===== src/rtl/count_seq_ctrl.sv =====
// Start/pause/clear sequencer for a prescaled up/down display counter with press conditioning.
// Define HEX_DECODE_EN to build the seven-segment decoder on hex; otherwise hex is blank.
module count_seq_ctrl #(
    parameter int PRESCALE = 50_000_000,
    parameter int WIDTH    = 4,
    parameter int TERMINAL = 9
) (
    input  logic             clk,
    input  logic             rst_n,
    input  logic             key_start_n,
    input  logic             key_clear_n,
    input  logic             sw_down,
    input  logic             sw_reload,
    output logic [WIDTH-1:0] count,
    output logic             step,
    output logic             running,
    output logic             done,
    output logic [6:0]       hex
);

    localparam int              PW      = (PRESCALE > 1) ? $clog2(PRESCALE) : 1;
    localparam logic [PW-1:0]    PS_LAST = PW'(PRESCALE - 1);
    localparam logic [PW-1:0]    PS_ONE  = PW'(1);
    localparam logic [WIDTH-1:0] TERM    = WIDTH'(TERMINAL);
    localparam logic [WIDTH-1:0] ONE     = WIDTH'(1);

    typedef enum logic [1:0] {
        IDLE  = 2'd0,
        RUN   = 2'd1,
        PAUSE = 2'd2,
        DONE  = 2'd3
    } state_t;

    state_t           state_reg, state_next;
    logic [WIDTH-1:0] count_reg, count_next;
    logic [PW-1:0]    presc_reg, presc_next;
    logic             dir_reg, dir_next;
    logic             running_reg;
    logic             done_reg;

    logic [1:0]       key_n;
    logic [1:0]       press;
    logic             start_press;
    logic             clear_press;

    logic             step_now;
    logic [WIDTH-1:0] end_val;
    logic [WIDTH-1:0] load_dir;
    logic [WIDTH-1:0] load_live;
    logic [WIDTH-1:0] stepped;
    logic             hits_end;

    // Bit 0 is the start key, bit 1 the clear key; each gets its own s1->s2->s3 chain.
    assign key_n = {key_clear_n, key_start_n};

    genvar gi;
    generate
        for (gi = 0; gi < 2; gi++) begin : g_key
            logic [2:0] sync_reg;

            always_ff @(posedge clk or negedge rst_n) begin
                if (!rst_n) begin
                    sync_reg <= 3'b111;
                end else begin
                    sync_reg <= {sync_reg[1:0], key_n[gi]};
                end
            end

            assign press[gi] = sync_reg[2] & ~sync_reg[1];
        end
    endgenerate

    assign start_press = press[0];
    assign clear_press = press[1];

    assign step_now  = (state_reg == RUN) && (presc_reg == PS_LAST);
    assign end_val   = dir_reg ? '0 : TERM;
    assign load_dir  = dir_reg ? TERM : '0;
    assign load_live = sw_down ? TERM : '0;

    // Value count takes on a step edge; sitting on the end value either wraps or holds.
    always_comb begin
        if (count_reg == end_val) begin
            stepped = sw_reload ? load_dir : end_val;
        end else if (dir_reg) begin
            stepped = count_reg - ONE;
        end else begin
            stepped = count_reg + ONE;
        end
    end

    assign hits_end = (stepped == end_val) && !sw_reload;

    always_ff @(posedge clk or negedge rst_n) begin
        if (!rst_n) begin
            state_reg   <= IDLE;
            count_reg   <= '0;
            presc_reg   <= '0;
            dir_reg     <= 1'b0;
            running_reg <= 1'b0;
            done_reg    <= 1'b0;
        end else begin
            state_reg   <= state_next;
            count_reg   <= count_next;
            presc_reg   <= presc_next;
            dir_reg     <= dir_next;
            running_reg <= (state_next == RUN);
            done_reg    <= (state_next == DONE);
        end
    end

    always_comb begin
        state_next = state_reg;
        count_next = count_reg;
        presc_next = presc_reg;
        dir_next   = dir_reg;

        if (clear_press) begin
            state_next = IDLE;
            count_next = load_live;
            presc_next = '0;
        end else begin
            case (state_reg)
                IDLE, DONE: begin
                    if (start_press) begin
                        state_next = RUN;
                        dir_next   = sw_down;
                        count_next = load_live;
                        presc_next = '0;
                    end
                end
                RUN: begin
                    if (step_now) begin
                        presc_next = '0;
                        count_next = stepped;
                    end else begin
                        presc_next = presc_reg + PS_ONE;
                    end
                    // Reaching the end without reload takes precedence over a pause request.
                    if (step_now && hits_end) begin
                        state_next = DONE;
                    end else if (start_press) begin
                        state_next = PAUSE;
                    end
                end
                PAUSE: begin
                    if (start_press) begin
                        state_next = RUN;
                    end
                end
                default: begin
                    state_next = IDLE;
                end
            endcase
        end
    end

    assign count   = count_reg;
    assign step    = step_now;
    assign running = running_reg;
    assign done    = done_reg;

`ifdef HEX_DECODE_EN
    logic [3:0] hex_nib;

    assign hex_nib = 4'(count_reg);

    always_comb begin
        case (hex_nib)
            4'h0: hex = 7'b1000000;
            4'h1: hex = 7'b1111001;
            4'h2: hex = 7'b0100100;
            4'h3: hex = 7'b0110000;
            4'h4: hex = 7'b0011001;
            4'h5: hex = 7'b0010010;
            4'h6: hex = 7'b0000010;
            4'h7: hex = 7'b1111000;
            4'h8: hex = 7'b0000000;
            4'h9: hex = 7'b0010000;
            4'hA: hex = 7'b0001000;
            4'hB: hex = 7'b0000011;
            4'hC: hex = 7'b1000110;
            4'hD: hex = 7'b0100001;
            4'hE: hex = 7'b0000110;
            default: hex = 7'b0001110;
        endcase
    end
`else
    assign hex = 7'b1111111;
`endif

endmodule

===== config.mk =====
export PLATFORM = sky130hd
export DESIGN_NAME = count_seq_ctrl
export DESIGN_NICKNAME = d
export VERILOG_FILES = /design/src/rtl/count_seq_ctrl.sv
export SDC_FILE = /design/constraint.sdc
export NUM_CORES = 1
export LEC_CHECK = 0
export ABC_AREA = 1
export CORE_MARGIN = 10
export CORE_UTILIZATION = 40
export DETAILED_ROUTE_END_ITERATION = 7
export PLACE_DENSITY = 0.58
export SYNTH_ARGS = -nofsm -noshare
export SYNTH_HDL_FRONTEND = slang
export SYNTH_SLANG_ARGS = --single-unit

===== constraint.sdc =====
create_clock -name clk -period 1.8 [get_ports clk]
set_input_delay 0.18 -clock clk [delete_from_list [all_inputs] [get_ports clk]]
set_output_delay 0.18 -clock clk [all_outputs]
set_load 0.02 [all_outputs]

==> reports/results.tsv, run 1 <==
stage	metric	value	unit
run_status	outcome	finished, final reports clean	
global_route	routing layer with the top usage in global route	met2	
placement	post-place setup slack	-0.0537	ns
floorplanning	overall die height	101	um
floorplanning	num ports	20	
final_layout	layout-stage area growth over the synthesis result	34.4	%
global_route	maximum number of pins on one net before global-route repair	25	
global_route	global-route wire length before repair	11000	um
floorplanning	core region area	6310	sq um
synthesis	dominant cells by area after synthesis	dfrtp_1 34%, nand2_1 11%, inv_1 7.2%	
worst_setup_path	critical path launch point type	flop	
global_route	remaining global-route overflow	0	
route	violation count after the first detailed-routing iteration	116	
final_layout	ant diodes	0	
cts	CTS max path bufs	2	
global_route	GRT met3 Usage	2.81	%
route	TritonRoute pass-1 iters	4	
worst_setup_path	critical path required time	2.04	ns
cts	total CTS buffers	5	
timing	final hold viol count	0	
worst_setup_path	CP Data Arrival Time	2.00	ns
cts	clock input transition at the sequential cells of the worst setup and hold paths	0.09	ns
cts	TritonCTS clock tree	yes	
synthesis	count of state elements after synthesis	41	
floorplanning	Cell Rows	29	
timing	Worst Skew	0.0137	ns
timing	final worst setup slack	0.0417	ns
timing	final critical delay including setup and external delays	1.76	ns
global_route	global-route usage over all layers	13.3	%
global_route	M2 GR Usage	22.2	%
synthesis	cell area after synthesis	2590	sq um
timing	unrepaired setup endpoints after global routing	yes	
global_route	M1 GR Usage	16.4	%
placement	number of buffer cells added on primary ports	12	
synthesis	number of cells produced by synthesis	348	
final_layout	post-route cell area	3490	sq um
cts	total number of clock tree sinks	41	
worst_setup_path	Critical Path End Type	flop	
power	Cell Pwr Density	911	nW/um^2
timing	maximum clock frequency	569	MHz
synthesis	largest area contributor in the synthesized netlist	dfrtp_1	
global_route	vias in the first global route	2409	
floorplanning	Die ar.	10100	sq um
route	drt total wl	6540	um
timing	final clock period utilization by the worst path	97.7	%
power	total power after layout	3.18	mW
power	Static Leakage	1.69	nW
synthesis	warning count from the yosys run	0	
synthesis	sequential element share of the synthesized area	39.8	%
worst_setup_path	type of the setup path with the least slack	flop to flop	
run	Max-Cap Viols	0	
final_layout	Final #Nets	429	
synthesis	mean instance size in the synthesized netlist	7.45	sq um
placement	Detail Placement HPWL	4910	um
worst_setup_path	maximum fanout along the worst path	4	
placement	placed instance area	3170	sq um
timing	number of slew-limit violations in the final report	0	
placement	last weighted congestion value of the routability-driven placer	0.847	
cts	H-tree depth	2	
floorplanning	effective utilization at floorplan	41.1	%
route	average wire per cell in the routed design	13.2	um
floorplanning	chip width	101	um
hold_path	class of the tightest hold or removal check	input pin to flop	
cts	Clk Latency, worst-skew pair	0.31	ns
route	Detail Route Antenna Nets	0	
power	worst supply voltage drop on vdd	0.000852	V
final_layout	max FFs per register	26	
route	routed vias	2392	
cts	clock tree root driver cell	clkbuf_8	
final_layout	share of cells above drive strength 1	30.8	%
timing	Sum Neg Setup Slack	0	ns
global_route	number of antenna violations at the first check in global routing	0	
timing	total setup violations reported at the end of the flow	0	
synthesis	proportion of netlist area held by the largest area contributor	33.8	%
route	number of DRC violations after detailed routing	0	
route	Avg Vias per Cell	4.82	
synthesis	count of distinct cell types in the synthesized netlist	37	
final_layout	number of filler cells placed in the layout	608	
-- layout make-up --
class | instances | area [sq um] | share of cell area, %
multi-input cells | 245 | 1450 | 41.6
flip-flops and latches | 41 | 1030 | 29.7
repair buffers | 68 | 569 | 16.3
inverters | 57 | 219 | 6.28
well taps | 77 | 96.3 | 2.76
clock buffers | 7 | 86.3 | 2.48
clock inverters | 1 | 30.0 | 0.861
-- cells in the final DEF, fill, tap and decap left out, types with 3 or more instances in the layout --
cell,n
nor3_1,14
o21ai_1,3
nand2_4,3
dfrtp_1,34
nor3_2,3
o22ai_1,3
clkdlybuf4s50_1,10
nor2_1,34
a21oi_1,9
inv_1,47
nand2_1,75
nand2_2,9
ha_4,3
nand4_1,14
buf_6,3
nor4_1,4
inv_2,9
buf_4,50
clkbuf_8,6
dfstp_2,6
xor2_1,3
o21ai_0,8
nor2_4,9
nand3_2,4
nand3_1,14
nor2_2,6
conb_1,7
-- timing repair --
action,in CTS,in global routing
gates resized for setup,11,43
setup endpoints to repair,10,30
buffers inserted,1,0
pin swaps,1,9
hold endpoints to repair,16,0
cloned,0,0
hold buffers,1,0
-- metrics by stage --
step | std cells | utilization (%) | hold slack [ns]
3_3_place_gp | 486 | 50.3 | 0.136
2_1_floorplan | 354 | - | -0.116
5_1_grt | 496 | 55.2 | 0.270
3_5_place_dp | 486 | 50.3 | 0.145
6_report | 496 | 55.2 | 0.279
4_1_cts | 496 | 52.8 | 0.275
-- kinds of logic (layout without fill, tap and decap cells) --
group                    Yosys count  in the layout  synth area share [%]
buffers and inverters             68            133                  11.6
XOR/XNOR                           5              5                  1.69
AO/OA/AOI/OAI                     32             32                  6.80
flip-flops                        41             41                  39.8
other                              1              7                 0.145
adder cells (fa/ha/maj)            5              5                  2.70
AND/OR/NAND/NOR                  196            196                  37.2
-- power breakdown --
part	internal (mW)	switching (mW)	total, mW
logic	0.575	0.746	1.32
registers	1.00	0.0657	1.07
clock network	0.452	0.336	0.788
total	2.03	1.15	3.18
-- synthesized netlist by cell type (all sizes together) --
| master | n |
|---|---|
| o21ai | 13 |
| nand4 | 15 |
| o21a | 2 |
| o22ai | 3 |
| conb | 1 |
| clkinv | 1 |
| xnor2 | 2 |
| xor2 | 3 |
| dfrtp | 35 |
| nor4 | 4 |
| nand3 | 19 |
| nor2 | 49 |
| ha | 4 |
| buf | 11 |
| dfstp | 6 |
| nand2 | 87 |
| and2 | 1 |
| a31oi | 2 |
| a21oi | 10 |
| o31ai | 2 |
| nand3b | 2 |
| fa | 1 |
| inv | 56 |
| nor3 | 19 |
-- routing by layer --
layer  vias up  part of all wire [%]
li1       1242                     -
met1      1100                    45
met2        39                    49
met3        11                   4.5
met4         0                   1.5
met5         -                     0
-- worst max-delay path, cell delays in order, from the launching register on --
cell,delay [ns]
dfrtp_1,0.38
inv_2,0.07
ha_4,0.13
inv_2,0.04
buf_6,0.11
nor2_4,0.11
nand3b_4,0.18
nand4_4,0.13
nor2_4,0.18
nand2_4,0.09
o21ai_2,0.13
inv_1,0.05
nor2_1,0.09
-- final timing paths --
check,cells past startpoint,endpoint,slack (ns),from
worst max-delay path,12,presc_reg[21],0.04,state_reg[1]
worst min-delay path,1,g_key[1].sync_reg[0],0.28,key_clear_n
worst max register to register,12,presc_reg[21],0.04,state_reg[1]
worst min register to register,0,g_key[1].sync_reg[1],0.36,g_key[1].sync_reg[0]
max in group asynchronous,3,g_key[0].sync_reg[2],0.89,rst_n
min in group asynchronous,2,presc_reg[14],0.34,rst_n
Power figures use the tool's default switching activity.
==> inputs of run 2 (changes only) <==
- CAP_MARGIN: unset -> 20
- CORE_UTILIZATION: 40 -> 53
- PLACE_DENSITY: 0.58 -> 0.74
==> run 2 against run 1 <==
  * Global-route usage up 2.6 points
  * Critical path depth is 3 lower
  * Clock-buffer cell count fell by 2
  * Sequential cell count is the same
  * Worst setup slack lost 0.014 ns
  * Cell count is 2.2% lower
  * Clock skew is 0.0035 ns lower
  * Critical path type unchanged
==> reports/results.tsv, run 2 (synthesis gave the netlist of run 1 again) <==
stage	metric	value	unit
final_layout	max FFs per register	26	
power	Cell Pwr Density	919	nW/um^2
worst_setup_path	most common cell type on the critical path	nand2_2	
route	average wire per cell in the routed design	13.9	um
placement	last weighted congestion value of the routability-driven placer	0.888	
global_route	global-route usage over all layers	15.9	%
global_route	global-route wire length before repair	11000	um
floorplanning	chip width	90.0	um
timing	maximum clock frequency	564	MHz
cts	H-tree depth	2	
worst_setup_path	type of the setup path with the least slack	flop to flop	
worst_setup_path	CP Data Arrival Time	2.01	ns
final_layout	commonest cells after routing, fill and taps aside	74 x nand2_1, 52 x buf_4, 48 x inv_1, 36 x nor2_1, 34 x dfrtp_1	
cts	clock input transition at the sequential cells of the worst setup and hold paths	0.09	ns
power	switching share of power	37.0	%
global_route	maximum number of pins on one net before global-route repair	24	
power	total power after layout	3.16	mW
floorplanning	overall die height	90.0	um
power	Logic pwr share	42.1	%
cts	Clk Latency, worst-skew pair	0.30	ns
worst_setup_path	critical path required time	2.04	ns
global_route	remaining global-route overflow	0	
worst_setup_path	number of cells on the worst reg-to-reg path	9	
worst_setup_path	R2R setup slack	0.03	ns
worst_setup_path	critical path launch point type	flop	
final_layout	Final Instance Count excl. Fillers	485	
global_route	number of antenna violations at the first check in global routing	0	
hold_path	class of the tightest hold or removal check	input pin to flop	
floorplanning	Die ar.	8090	sq um
timing	Worst Skew	0.0102	ns
power	worst supply voltage drop on vdd	0.000602	V
power	relative contribution of the clock network to total power	23.9	%
placement	Detail Placement HPWL	4880	um
cts	CTS max path bufs	2	
worst_setup_path	endpoint of the most critical register-to-register path	done	
run_status	outcome	finished, final reports clean	
timing	total setup violations reported at the end of the flow	0	
cts	TritonCTS clock tree	yes	
placement	number of cells after detailed placement	472	
worst_setup_path	slowest stage cell, crit path	fa_2	
cts	total number of clock tree sinks	41	
final_layout	ant diodes	0	
timing	number of slew-limit violations in the final report	0	
worst_setup_path	delay of the slowest cell on the worst path	0.51	ns
route	Avg Vias per Cell	5.06	
worst_setup_path	ordered cell list for the critical path	inv_4 -> fa_2 -> inv_1 -> nand2_2 -> nand2_2 -> nor2_2 -> nand3_2 -> and2_4 -> nor2_1	
route	violation count after the first detailed-routing iteration	211	
cts	total CTS buffers	5	
floorplanning	effective utilization at floorplan	54.9	%
cts	clock tree root driver cell	clkbuf_8	
run	Max-Cap Viols	0	
global_route	vias in the first global route	2408	
timing	unrepaired setup endpoints after global routing	yes	
route	TritonRoute pass-1 iters	5	
placement	number of buffer cells added on primary ports	12	
power	switching component of the power	1.17	mW
floorplanning	num ports	20	
worst_setup_path	Critical R2R Launch	dir_reg	
floorplanning	Cell Rows	25	
final_layout	Final #Nets	428	
power	cell internal power dissipation	1.99	mW
floorplanning	core region area	4720	sq um
route	routed vias	2453	
power	Static Leakage	1.65	nW
route	drt total wl	6750	um
final_layout	final core utilization	72.9	%
timing	final critical delay including setup and external delays	1.77	ns
route	Detail Route Antenna Nets	0	
final_layout	layout-stage area growth over the synthesis result	32.8	%
worst_setup_path	maximum fanout along the worst path	4	
worst_setup_path	Critical Path End Type	flop	
worst_setup_path	launch point of the worst path	dir_reg	
route	number of DRC violations after detailed routing	0	
power	Sequential Power Share	34.0	%
timing	final hold viol count	0	
timing	final clock period utilization by the worst path	98.5	%
final_layout	share of cells above drive strength 1	30.6	%
final_layout	most common cell after layout, fill and taps aside	nand2_1	
worst_setup_path	Critical path destination	done	
## run 2: cell type report
| type | instances | area [sq um] |
|---|---|---|
| Clock buffer | 5 | 68.8 |
| Clock inverter | 3 | 46.3 |
| Fill cell | 356 | 1280 |
| Inverter | 57 | 221 |
| Multi-Input combinational cell | 245 | 1440 |
| Sequential cell | 41 | 1030 |
| Tap cell | 67 | 83.8 |
| Timing Repair Buffer | 67 | 548 |
## run 2: power groups by stage
stage                     combinational [mW]  sequential (mW)  clock [mW]
after global placement                  1.03             1.07           0
after detailed placement                1.06             1.07           0
final                                   1.33             1.08       0.757
after global routing                    1.46             1.09       0.812
after floorplan                        0.611             1.14           0
after CTS                               1.12             1.07       0.778
## run 2: worst min path at each step
stage | start | to | slack, ns | cells past startpoint
finish | key_clear_n | g_key[1].sync_reg[0] | 0.29 | 1
global route | key_clear_n | g_key[1].sync_reg[0] | 0.28 | 1
detailed placement | rst_n | state_reg[0] | 0.16 | 1
floorplan | rst_n | count[0] | -0.12 | 0
CTS | key_clear_n | g_key[1].sync_reg[0] | 0.28 | 1
global placement | rst_n | state_reg[0] | 0.15 | 1
## run 2: stage by stage
stage	setup TNS, ns	hold WS (ns)	setup slack, ns	instance area (sq um)
after global routing	-0.471	0.276	-0.0908	3440
after floorplan	0	-0.116	0.0156	2620
after detailed placement	-0.263	0.165	-0.0784	3120
after global placement	-0.0184	0.149	-0.0184	3120
after CTS	0	0.281	0.00408	3280
final	0	0.286	0.0278	3440
## run 2: worst max-delay path, delay by kind of cell, from the launching register on
family	cells	cell delay, ns
fa+ha+maj	1	0.51
buf+inv	2	0.11
flops	1	0.46
simple gates	6	0.64
## run 2: what timing repair did
action	CTS	global route
cloned	0	0
setup endpoints to repair	7	24
pin swaps	1	5
hold endpoints to repair	13	0
hold buffers	1	0
gates resized for setup	14	35
buffers inserted	0	4
## run 2: metal layers
metal	up-vias	track usage (%)	part of all wire [%]
met5	-	0	0
met4	0	4.51	0.86
met3	8	3.49	6.0
met2	65	27.5	51
met1	1136	19.4	42
li1	1244	-	-
==> inputs of run 3 (changes only) <==
- CTS_BUF_LIST: unset -> sky130_fd_sc_hd__clkbuf_4 sky130_fd_sc_hd__clkbuf_8 sky130_fd_sc_hd__clkbuf_16
- CTS_CLUSTER_SIZE: unset -> 28
==> results of run 3 <==
The final DEF is identical to that of run 2; final timing and power are the same.
